--- config.mk ---
export PLATFORM = sky130hd
export DESIGN_NAME = tree_node_resp_collector
export DESIGN_NICKNAME = d
export VERILOG_FILES = /design/src/rtl/tree_node_resp_collector.sv
export SDC_FILE = /design/constraint.sdc
export NUM_CORES = 1
export LEC_CHECK = 0
export BUFFER_PORTS_ARGS = -buffer_cell sky130_fd_sc_hd__buf_2
export CORE_ASPECT_RATIO = 0.9
export CORE_UTILIZATION = 55
export DETAILED_ROUTE_END_ITERATION = 8
export PLACE_DENSITY_LB_ADDON = 0.3
export SYNTH_ARGS = -nofsm -noshare
export SYNTH_HDL_FRONTEND = slang
export SYNTH_SLANG_ARGS = --single-unit
export TNS_END_PERCENT = 20
--- constraint.sdc ---
create_clock -name clk -period 27.9 [get_ports clk]
set_input_delay 8.37 -clock clk [delete_from_list [all_inputs] [get_ports clk]]
set_output_delay 8.37 -clock clk [all_outputs]
set_load 0.02 [all_outputs]
--- src/rtl/tree_node_resp_collector.sv ---
// ============================================================================
// Module   : tree_node_resp_collector
// Purpose  : Round-robin response concentrator for one tree node. Collects
//            one beat per child per round and forwards the beats to the parent
//            through a one-entry register, tagged with the source child index.
// Revision : 1.0 - initial release
// ============================================================================
`default_nettype none

module tree_node_resp_collector #(
    parameter int NUM_CHILD = 10,
    parameter int DATA_W    = 16,
    parameter int SRC_W     = $clog2(NUM_CHILD)
) (
    input  logic                          clk,
    input  logic                          rst,
    input  logic [NUM_CHILD-1:0]          child_valid,
    input  logic [NUM_CHILD*DATA_W-1:0]   child_data,
    output logic [NUM_CHILD-1:0]          child_ready,
    output logic                          up_valid,
    input  logic                          up_ready,
    output logic [DATA_W-1:0]             up_data,
    output logic [SRC_W-1:0]              up_src,
    output logic                          round_done,
    output logic [7:0]                    round_cnt
);

    localparam logic [SRC_W:0]       c_NUM  = (SRC_W+1)'(NUM_CHILD);
    localparam logic [SRC_W-1:0]     c_LAST = SRC_W'(NUM_CHILD - 1);
    localparam logic [NUM_CHILD-1:0] c_ALL  = '1;

    logic [NUM_CHILD-1:0] r_mask;
    logic [SRC_W-1:0]     r_rr_ptr;
    logic                 r_up_valid;
    logic [DATA_W-1:0]    r_up_data;
    logic [SRC_W-1:0]     r_up_src;
    logic                 r_round_done;
    logic [7:0]           r_round_cnt;

    logic [NUM_CHILD-1:0] w_elig;
    logic                 w_found;
    logic [SRC_W-1:0]     w_gidx;
    logic [SRC_W:0]       w_sum;
    logic                 w_slot_free;
    logic                 w_accept;
    logic [NUM_CHILD-1:0] w_grant_oh;
    logic [NUM_CHILD-1:0] w_mask_set;
    logic                 w_complete;
    logic [SRC_W-1:0]     w_rr_next;
    logic [DATA_W-1:0]    w_sel_data;

    assign w_elig = child_valid & ~r_mask;

    // Search upward from the round-robin pointer; the sum stays below
    // 2*NUM_CHILD so a single conditional subtract performs the wrap.
    always_comb begin
        w_found = 1'b0;
        w_gidx  = '0;
        w_sum   = '0;
        for (int k = 0; k < NUM_CHILD; k++) begin
            w_sum = {1'b0, r_rr_ptr} + (SRC_W+1)'(k);
            if (w_sum >= c_NUM) begin
                w_sum = w_sum - c_NUM;
            end
            if (!w_found && w_elig[w_sum[SRC_W-1:0]]) begin
                w_found = 1'b1;
                w_gidx  = w_sum[SRC_W-1:0];
            end
        end
    end

    assign w_slot_free = !r_up_valid || up_ready;
    assign w_accept    = w_found && w_slot_free && !rst;
    assign w_grant_oh  = w_accept ? (NUM_CHILD'(1) << w_gidx) : '0;
    assign w_mask_set  = r_mask | w_grant_oh;
    assign w_complete  = w_accept && (w_mask_set == c_ALL);
    assign w_rr_next   = (w_gidx == c_LAST) ? '0 : w_gidx + SRC_W'(1);
    assign w_sel_data  = child_data[w_gidx*DATA_W +: DATA_W];

    always_ff @(posedge clk or posedge rst) begin
        if (rst) begin
            r_mask       <= '0;
            r_rr_ptr     <= '0;
            r_up_valid   <= 1'b0;
            r_up_data    <= '0;
            r_up_src     <= '0;
            r_round_done <= 1'b0;
            r_round_cnt  <= 8'd0;
        end else begin
            r_round_done <= w_complete;
            if (w_accept) begin
                // An accept during a drain simply replaces the held beat.
                r_up_valid <= 1'b1;
                r_up_data  <= w_sel_data;
                r_up_src   <= w_gidx;
                r_rr_ptr   <= w_rr_next;
                if (w_complete) begin
                    r_mask      <= '0;
                    r_round_cnt <= r_round_cnt + 8'd1;
                end else begin
                    r_mask <= w_mask_set;
                end
            end else if (up_ready) begin
                r_up_valid <= 1'b0;
            end
        end
    end

    assign child_ready = w_grant_oh;
    assign up_valid    = r_up_valid;
    assign up_data     = r_up_data;
    assign up_src      = r_up_src;
    assign round_done  = r_round_done;
    assign round_cnt   = r_round_cnt;

endmodule

`default_nettype wire

==> run summary <==
run status - finished, final reports clean
vias in the first global route - 6931
Worst Setup Start Kind - primary input
Root Driver - clkbuf_16
critical path type - primary input to output pin
syn nets - 1076
Clock Skew - 4.83 ps
Synth Instances - 877
Remaining DRCs - 0
first-pass GRT wire length - 35400 microns
HP Class - register to register
worst-margin pin slew - 1020 ps
Register Area - 1100 sq um
final core area utilization - 68.9%
Worst setup EP type - output pin
Layout Nets - 1247
PortBufs - 212
final hold vios - 0
r2r startpoint - r_rr_ptr[1]
Syn. warnings - 0
EDFF count, synth - 0
fillcell total - 1030
Compound-Gate Fraction of Synth Area - 30.3%
chip height - 104 microns
Slew Limit Fails - 0
register area share after synthesis - 17.2%
die area - 12100 sq um
xor/xnor share of the synthesized area - 2.60%
CTS H-tree lvls - 2
pin count of the biggest net entering global routing - 90
GR Overflow Total - 0
cts repair resizes - 0
clk sinks - 44
reg2reg end - round_cnt[1]
crit path time final - 21540 ps
HP Start - round_cnt[7]
flops & latches, synth - 44
Total GRT Usage - 37.5%
critical path arrival - 13170 ps
Max-slew headroom - 31.7%
hold slack - 464 ps
flop2flop setup slack - 19740 ps
drt initial violations - 872
Post-CTS Setup Inserts - 0
Max FO, Critical Path - 89
Max Fclk - 46.4 MHz
final worst slack - 6360 ps
Detailed Route WL - 22600 microns
layout cells sized above 1 - 26.9%
endpoints failing setup - 0
Synth Area in Simple Gates - 29.7%
DP HPWL - 17600 microns
final worst-path cycle share - 77.2%
Std-Cell Rows - 36
dpl ws - 6480 ps
ys flop type - dfrtp_1
cts-stage hold buffer count - 0
CTS tree - done
number of routed nets with antenna violations - 0
global placement routability congestion - 1.00
chip width - 116 microns
Clock transition at path regs - 60 ps
Initial Util - 57.7%
proportion of synthesized area in mux cells - 9.61%
DR WL/cell - 18.8 microns
Area Overhead vs Synth - 19.4%
Multi-input gate area - 4960 sq um
Core Box Area - 11100 sq um
MaxCap Viol Count - 0
post-synthesis adder-cell area fraction - 5.20%
io pins - 213
cts bufs inserted - 5
Synth cell types - 91
syn_area_per_cell - 7.29 sq um
RSZ-0062 raised after global routing - false
clk_lat worst skew - 290 ps
vias per cell - 6.36
worst path required time - 19530 ps
Final TNS setup - 0 ps
maximum clock path buffer count - 2
DRT Pass-1 Iters - 6
antenna violations before repair - 0
FFs w/ async S/R, synth - 100%
antenna cells - 0
Vias - 7643
R2R depth - 20
largest family of logic cells by synthesized area - compound AO/OA/AOI/OAI gates
synthesized cell area - 6390 sq um
hold path endpoint - round_cnt[7]
Worst Hold Depth - 1
cell usage in the layout, fill, tap and decap left out, types with 4 or more instances in the layout:
master / count
o2111ai_1: 5
a32oi_1: 17
inv_2: 4
mux2_2: 21
or2_2: 6
buf_2: 212
a311oi_1: 5
and2_1: 7
a211oi_1: 11
o211ai_1: 11
mux2i_1: 31
buf_4: 8
o31ai_1: 4
o21a_1: 7
and4_1: 4
nand2b_1: 15
a21o_1: 12
nand4_1: 9
clkbuf_16: 5
nand2_1: 143
xnor2_1: 16
ha_1: 25
nor3_1: 27
a31oi_1: 41
nor3b_1: 4
inv_1: 19
nand3b_1: 12
o21ai_0: 45
or3_1: 13
and3_1: 11
dfrtp_1: 44
a21oi_1: 56
nand3_1: 17
a22oi_1: 5
nor2b_1: 18
nor2_1: 59
a211o_1: 5
layout make-up:
class / count / share of cell area, %
Clock inverter: 2 / 0.459
Timing Repair Buffer: 220 / 14.7
Clock buffer: 6 / 1.69
Tap cell: 152 / 2.49
Sequential cell: 44 / 14.4
Multi-Input combinational cell: 752 / 65.0
Inverter: 25 / 1.25
critical path, cell delays in order:
cell       delay, ps
buf_2             90
or3b_1           360
a2111oi_0        400
a31oi_1           80
a41oi_1          500
or2_2            250
or3_4            170
a211oi_1          70
a211oi_1         270
o21a_4           160
buf_4            720
clkinv_2         900
nand4b_1         470
inv_1            110
buf_2            170
kinds of logic (layout without fill, tap and decap cells):
family                     count (synthesis)  after routing
buffers and inverters                     81            253
muxes                                     56             56
and+or+nand+nor                          375            375
adders and majority gates                 26             26
AOI/OAI and AO/OA                        276            276
xor gates and xnor gates                  19             19
DFF                                       44             44
metrics by stage:
step	area (sq um)	cells
global placement	7470	1193
floorplan	6390	877
global route	7630	1201
detailed placement	7470	1193
finish	7630	1201
CTS	7630	1201
cells in the mapped netlist (all sizes together), types with 11 or more instances:
| master | n | area, sq um |
|---|---|---|
| nor2 | 59 | 221 |
| a32oi | 17 | 149 |
| or3 | 14 | 92.6 |
| a211oi | 12 | 95.1 |
| nand3b | 12 | 90.1 |
| ha | 25 | 313 |
| o21ai | 47 | 235 |
| a31oi | 41 | 257 |
| xnor2 | 16 | 140 |
| mux2 | 23 | 259 |
| nand2b | 15 | 93.8 |
| buf | 26 | 135 |
| and3 | 11 | 68.8 |
| o211ai | 11 | 82.6 |
| nor3 | 28 | 145 |
| dfrtp | 44 | 1100 |
| nand3 | 17 | 85.1 |
| clkbuf | 30 | 113 |
| mux2i | 31 | 310 |
| a21o | 12 | 90.1 |
| nor2b | 18 | 113 |
| a21oi | 59 | 310 |
| nand2 | 143 | 537 |
| inv | 23 | 86.3 |
sequential cells by signal, indices dropped and copies added (netlist names):
signal,count
round_cnt,8
up_valid,1
up_src,4
r_mask,10
round_done,1
up_data,16
r_rr_ptr,4
metal layers:
metal  wire length [microns]  global-route usage, %  vias up  share of wire [%]
met5                       0                      0        -                  0
met4                     488                   10.3        0                2.2
met3                    2320                   7.23       38                 10
met2                   10300                   59.5      443                 45
met1                    9540                   51.6     3540                 42
li1                        -                      -     3622                  -
how the worst max path moves through the flow:
| stage | cells past startpoint | from | end | slack, ps |
|---|---|---|---|---|
| 3_5_place_dp | 15 | child_valid[6] | child_ready[9] | 6480 |
| 5_1_grt | 15 | child_valid[4] | child_ready[9] | 5900 |
| 6_report | 15 | child_valid[4] | child_ready[9] | 6360 |
| 3_3_place_gp | 13 | child_valid[6] | child_ready[9] | 6520 |
| 2_1_floorplan | 15 | child_valid[6] | child_ready[7] | 7530 |
| 4_1_cts | 15 | child_valid[4] | child_ready[9] | 6480 |
Power is left out: the tool's default activity adds up to more than one toggle a clock period on the data nets, which glitch-free logic cannot reach.
